===== config.mk =====
export PLATFORM = sky130hd
export DESIGN_NAME = fixed3_scale_seq_flat
export DESIGN_NICKNAME = d
export VERILOG_FILES = /design/src/rtl/fixed3_scale_seq_pkg.sv /design/src/rtl/fixed3_scale_seq_if.sv /design/src/rtl/fixed_mul_sat.sv /design/src/rtl/fixed3_scale_seq.sv /design/src/flat_wrapper.sv
export SDC_FILE = /design/constraint.sdc
export NUM_CORES = 2
export LEC_CHECK = 0
export CORE_ASPECT_RATIO = 0.6
export CORE_MARGIN = 1.5
export CORE_UTILIZATION = 50
export DETAILED_ROUTE_END_ITERATION = 16
export HOLD_SLACK_MARGIN = 0.08
export PLACE_DENSITY = 0.68
export REMOVE_ABC_BUFFERS = 1
export SLEW_MARGIN = 30
export SYNTH_ARGS = -nofsm -noshare
export SYNTH_HDL_FRONTEND = slang
export SYNTH_SLANG_ARGS = --single-unit

===== constraint.sdc =====
create_clock -name clk -period 13.15 [get_ports clk]
set_input_delay 1.315 -clock clk [delete_from_list [all_inputs] [get_ports clk]]
set_output_delay 1.315 -clock clk [all_outputs]
set_load 0.01 [all_outputs]

===== src/rtl/fixed3_scale_seq_pkg.sv =====
// Shared Fixed3 math types: W-bit signed fixed point with F fractional bits,
// saturation limits, FSM state encoding and real-valued constructors for benches.
`ifndef FIXED_WIDTH
`define FIXED_WIDTH 32
`endif
`ifndef FIXED_FRAC_WIDTH
`define FIXED_FRAC_WIDTH 16
`endif

package fixed3_scale_seq_pkg;

    localparam int W = `FIXED_WIDTH;
    localparam int F = `FIXED_FRAC_WIDTH;

    typedef struct packed {
        logic signed [W-1:0] Value;
    } Fixed;

    typedef struct packed {
        Fixed [2:0] Dim;
    } Fixed3;

    localparam logic signed [W-1:0] FIXED_MAX = {1'b0, {(W-1){1'b1}}};
    localparam logic signed [W-1:0] FIXED_MIN = {1'b1, {(W-1){1'b0}}};

    typedef enum logic {
        IDLE,
        MUL
    } state_t;

    // Round-to-nearest conversion from a real literal; only used by benches.
    function automatic Fixed _Fixed(input real x);
        real scaled;
        scaled = x * (2.0 ** F);
        scaled = (scaled >= 0.0) ? scaled + 0.5 : scaled - 0.5;
        _Fixed.Value = W'($rtoi(scaled));
    endfunction

    function automatic Fixed3 _Fixed3(input real x, input real y, input real z);
        _Fixed3.Dim[0] = _Fixed(x);
        _Fixed3.Dim[1] = _Fixed(y);
        _Fixed3.Dim[2] = _Fixed(z);
    endfunction

endpackage


===== src/rtl/fixed3_scale_seq_if.sv =====
// Strobe/valid request bus of the Fixed3 scaler: the master issues v and s,
// the slave returns the scaled vector with valid/busy status.
interface fixed3_scale_seq_if;
    import fixed3_scale_seq_pkg::*;

    logic  strobe;
    Fixed3 v;
    Fixed  s;
    Fixed3 ov;
    logic  valid;
    logic  busy;

    modport master (output strobe, v, s, input ov, valid, busy);
    modport slave  (input strobe, v, s, output ov, valid, busy);
endinterface


===== src/rtl/fixed_mul_sat.sv =====
// Combinational W x W signed fixed-point multiply with round-half-up and
// saturation to the Fixed range; intended to land in DSP slices.
module fixed_mul_sat
    import fixed3_scale_seq_pkg::*;
(
    input  Fixed a,
    input  Fixed b,
    output Fixed o
);

    localparam logic [2*W-1:0] ROUND_BIAS = (2*W)'(1) << (F - 1);

    logic        [2*W-1:0] prod;
    logic        [2*W-1:0] rounded;
    logic signed [2*W-1:0] shifted;

    // Sign-extended operands make the low 2W bits of the product exact,
    // so an unsigned multiply is sufficient.
    always_comb begin
        prod    = {{W{a.Value[W-1]}}, a.Value} * {{W{b.Value[W-1]}}, b.Value};
        rounded = prod + ROUND_BIAS;
        shifted = $signed(rounded) >>> F;
        o       = '0;
        if (shifted[2*W-1:W-1] == {(W+1){shifted[2*W-1]}}) begin
            o.Value = shifted[W-1:0];
        end else begin
            o.Value = shifted[2*W-1] ? FIXED_MIN : FIXED_MAX;
        end
    end

endmodule


===== src/rtl/fixed3_scale_seq.sv =====
// Iterative Fixed3 scaler: ov = s * v, one component per cycle through a
// single shared saturating multiplier, with strobe/valid/busy handshake.
module fixed3_scale_seq
    import fixed3_scale_seq_pkg::*;
(
    input logic               clk,
    input logic               reset,
    fixed3_scale_seq_if.slave bus
);

    state_t     state;
    logic [1:0] k;
    Fixed3      v_reg;
    Fixed       s_reg;
    Fixed       operand;
    Fixed       product;

    always_comb begin
        case (k)
            2'd0:    operand = v_reg.Dim[0];
            2'd1:    operand = v_reg.Dim[1];
            default: operand = v_reg.Dim[2];
        endcase
    end

    fixed_mul_sat u_mul (
        .a(s_reg),
        .b(operand),
        .o(product)
    );

    // On the finishing edge (k==2) a new strobe is taken directly, which is
    // what sustains one vector every three cycles.
    always_ff @(posedge clk) begin
        if (reset) begin
            state     <= IDLE;
            k         <= 2'd0;
            v_reg     <= '0;
            s_reg     <= '0;
            bus.ov    <= '0;
            bus.valid <= 1'b0;
            bus.busy  <= 1'b0;
        end else begin
            bus.valid <= 1'b0;
            case (state)
                IDLE: begin
                    if (bus.strobe) begin
                        v_reg    <= bus.v;
                        s_reg    <= bus.s;
                        k        <= 2'd0;
                        state    <= MUL;
                        bus.busy <= 1'b1;
                    end
                end
                MUL: begin
                    case (k)
                        2'd0:    bus.ov.Dim[0] <= product;
                        2'd1:    bus.ov.Dim[1] <= product;
                        default: bus.ov.Dim[2] <= product;
                    endcase
                    if (k == 2'd2) begin
                        bus.valid <= 1'b1;
                        if (bus.strobe) begin
                            v_reg <= bus.v;
                            s_reg <= bus.s;
                            k     <= 2'd0;
                        end else begin
                            state    <= IDLE;
                            bus.busy <= 1'b0;
                        end
                    end else begin
                        k <= k + 2'd1;
                    end
                end
            endcase
        end
    end

endmodule

===== src/flat_wrapper.sv =====
// flat-port wrapper written by rule: the top's interface ports become plain ports
module fixed3_scale_seq_flat import fixed3_scale_seq_pkg::*;
  (clk, reset, bus_strobe, bus_v, bus_s, bus_ov, bus_valid, bus_busy);
  fixed3_scale_seq_if bus_i ();
  input logic clk;
  input logic reset;
  input wire logic [$bits(bus_i.strobe)-1:0] bus_strobe;
  input wire logic [$bits(bus_i.v)-1:0] bus_v;
  input wire logic [$bits(bus_i.s)-1:0] bus_s;
  output wire logic [$bits(bus_i.ov)-1:0] bus_ov;
  output wire logic [$bits(bus_i.valid)-1:0] bus_valid;
  output wire logic [$bits(bus_i.busy)-1:0] bus_busy;
  assign bus_i.strobe = bus_strobe;
  assign bus_i.v = bus_v;
  assign bus_i.s = bus_s;
  assign bus_ov = bus_i.ov;
  assign bus_valid = bus_i.valid;
  assign bus_busy = bus_i.busy;
  fixed3_scale_seq u_core (.clk(clk), .reset(reset), .bus(bus_i));
endmodule

==> impl_metrics.tcl <==
set metrics [dict create \
    die_w_um 391.7 \
    postCtsSetupBuffers 0 \
    worst-r2r-cell-count 32 \
    drive_gt1_share_pct 3.612 \
    fin_skew_ns 0.02315 \
    synth_cells 5041 \
    hold_viol_final 0 \
    yosys_warnings 0 \
    worst_slew_margin_rel_pct 28.53 \
    cts_tree "built" \
    antenna_left 0 \
    clock_path_buffers 3 \
    clock_sinks 229 \
    ys_async_sr_fraction_pct 0 \
    peakVddDrop_v 0.00008932 \
    final_nets 6438 \
    numCtsBuffers 24 \
    drt_pass1_iterations 7 \
    r2r-end "u_core.bus.ov[72]$_SDFFE_PP0P_" \
    hp-class "flop to flop" \
    powerDensity_nw_per_um2 83.22 \
    crit_top_cell "fa_1" \
    critical_path_required_ns 13.57 \
    path_clk_slew_ns 0.07 \
    io_buffers 228 \
    cts_root_buffer "clkbuf_16" \
    mostFrequentLayoutCell "fa_1" \
    avgSynthCellArea_sq_um 8.991 \
    synth-compound-area-share_pct 7.316 \
    synth_mux_area_share_pct 0.7509 \
    yosysUniqueCellTypes 60 \
    grt_max_degree 96 \
    grt_pass1_wl_um 222500 \
    dieArea_sq_um 92520 \
    ys_ff_latch 229 \
    crit_type "flop to flop" \
    setup_viol 0 \
    crit_path_max_incr_delay_ns 0.90 \
    end_kind "flop" \
    routedWlPerCell_um 22.83 \
    layout_common_cells "1082 x fa_1, 978 x inv_1, 874 x nand2_1" \
    cp_data_arrival_time_ns 12.16 \
    grt_use_total_pct 31.85 \
    rsz0062_at_grt "false" \
    routed_via_density 5.568 \
    fill_cells 8095 \
    synth-edff-count 0 \
    worst_path_max_delay_cell "fa_1" \
    hold_buffers 0 \
    postCtsResizedCells 0 \
    rows 85 \
    p_leak_nw 23.12 \
    synthFlopType "dfxtp_1" \
    worstHoldPathCells 2 \
    r2r_setup_slack_ns 1.41 \
    synth_adder_area_share_pct 52.68 \
    core_area_sq_um 89760 \
    num_vias 34998 \
    grt_antenna_before_repair 2 \
    finalPower_mw 4.126 \
    finalCritPeriodShare_pct 89.27 \
    holdPathEnd "u_core.s_reg[31]$_SDFFE_PP0P_" \
    place_congestion 0.9715 \
    h-tree-depth 1 \
    hpwl_um 114100 \
    fmax_ghz 0.08519 \
    worstMarginPinSlew_ns 1.072 \
    ys_seq_area_share_pct 10.12 \
    clkLatencyLatePin_ns 0.58 \
    synthXorXnorAreaFrac_pct 1.102 \
    drt_iter0_drc 3322 \
    reg2reg_from "u_core.k[0]$_SDFF_PP0_" \
    setup.worst_path.start_class "flop" \
    status "finished clean" \
    synth_top_family_by_area "adder cells" \
    wl_um 143500 \
    drc 0 \
    worstPathMaxFanout 19 \
    hold_start "u_core.s_reg[31]$_SDFFE_PP0P_" \
    drv_cap 0 \
    fin_setup_tns_ns 0 \
    die_h_um 236.2 \
    initial_utilization_pct 50.49 \
    grt_remaining_overflow 0 \
    grt_pass1_vias 36532 \
    synth_simple_gate_area_share_pct 17.26 \
    area_delta_synth_final_pct 9.400 \
    ios 229 \
    netlist_area_sq_um 45320 \
    finalCriticalPeriod_ns 11.74 \
    report.final.slew_viol_count 0 \
]
-- area by class of cell --
type                       count  area (sq um)  share of cell area (%)
antenna                        1         2.502                0.005047
clock buffer                  34         679.4                   1.370
clock inverter                10         207.7                  0.4189
inverter                     978          3671                   7.404
multi-input combinational   3522         36050                   72.70
sequential                   229          4627                   9.332
tap                         1218          1524                   3.074
timing repair buffer         293          2825                   5.698
-- per-stage QoR --
| stage | setup WS [ns] | area, sq um | hold WS (ns) | utilization (%) | instances |
|---|---|---|---|---|---|
| finish | 1.411 | 49580 | 0.4517 | 55.24 | 6285 |
| global route | 0.7032 | 49580 | 0.4709 | 55.24 | 6284 |
| CTS | 1.545 | 49490 | 0.4544 | 55.13 | 6281 |
| detailed placement | 1.624 | 48600 | 0.4461 | 54.14 | 6237 |
| global placement | 1.550 | 48590 | 0.4408 | 54.13 | 6237 |
| floorplan | 1.471 | 44110 | 0.4296 | - | 4729 |
-- per-layer routing --
layer  track usage, %  wire [um]  up-vias
met5                0          0        -
met4            4.710       2245        0
met3            14.06      21900      133
met2            41.35      53630     2015
met1            49.04      65700    17768
li1                 -          -    15082
-- cell usage after synthesis, types with 12 or more instances --
cell type / instances / area (sq um)
dfxtp_1: 229 / 4584
nor2b_1: 175 / 1095
xnor2_1: 36 / 315.3
buf_2: 12 / 60.06
nor3_1: 28 / 140.1
nor2_1: 112 / 420.4
inv_1: 978 / 3671
nand2b_1: 25 / 156.4
a221o_1: 63 / 630.6
fa_1: 1082 / 21660
nand2_1: 876 / 3288
nand4_1: 28 / 175.2
o211ai_1: 47 / 352.8
o21ai_0: 89 / 445.4
clkbuf_1: 287 / 1077
and2_1: 344 / 2152
a21oi_1: 234 / 1171
nand3_1: 18 / 90.09
mux2i_1: 34 / 340.3
ha_1: 177 / 2215
xor2_1: 21 / 183.9
-- power by group --
part	total, mW	switching [mW]	internal [mW]	leakage (nW)
clock	0.793	0.313	0.479	0.432
sequential	0.863	0.104	0.759	1.88
combinational	2.47	1.60	0.871	20.8
-- cell families (layout without fill, tap and decap cells) --
group	count (synthesis)	after routing
multiplexers	34	34
AND/OR/NAND/NOR	1650	1650
buffers and inverters	1290	1315
flip-flops	229	229
adder cells (fa/ha/maj)	1259	1259
other	0	1
AO/OA/AOI/OAI	522	522
XOR/XNOR	57	57
-- worst max-delay path by stage --
stage	startpoint	end	slack (ns)
after floorplan	u_core.k[0]$_SDFF_PP0_	u_core.bus.ov[32]$_SDFFE_PP0P_	1.47
after global placement	u_core.k[0]$_SDFF_PP0_	u_core.bus.ov[92]$_SDFFE_PP0P_	1.55
after detailed placement	u_core.k[0]$_SDFF_PP0_	u_core.bus.ov[72]$_SDFFE_PP0P_	1.62
after CTS	u_core.k[0]$_SDFF_PP0_	u_core.bus.ov[73]$_SDFFE_PP0P_	1.55
after global routing	u_core.k[0]$_SDFF_PP0_	u_core.bus.ov[72]$_SDFFE_PP0P_	0.70
final	u_core.k[0]$_SDFF_PP0_	u_core.bus.ov[72]$_SDFFE_PP0P_	1.41
-- critical path: cells and delay by family, from the launching register on --
family	cells	cell delay [ns]
AO/OA/AOI/OAI	5	1.35
adder cells (fa/ha/maj)	9	4.85
buffers and inverters	8	1.56
flip-flops	1	0.87
multiplexers	1	0.19
AND/OR/NAND/NOR	9	2.74
Note: power is estimated with default switching activity, not from simulation.
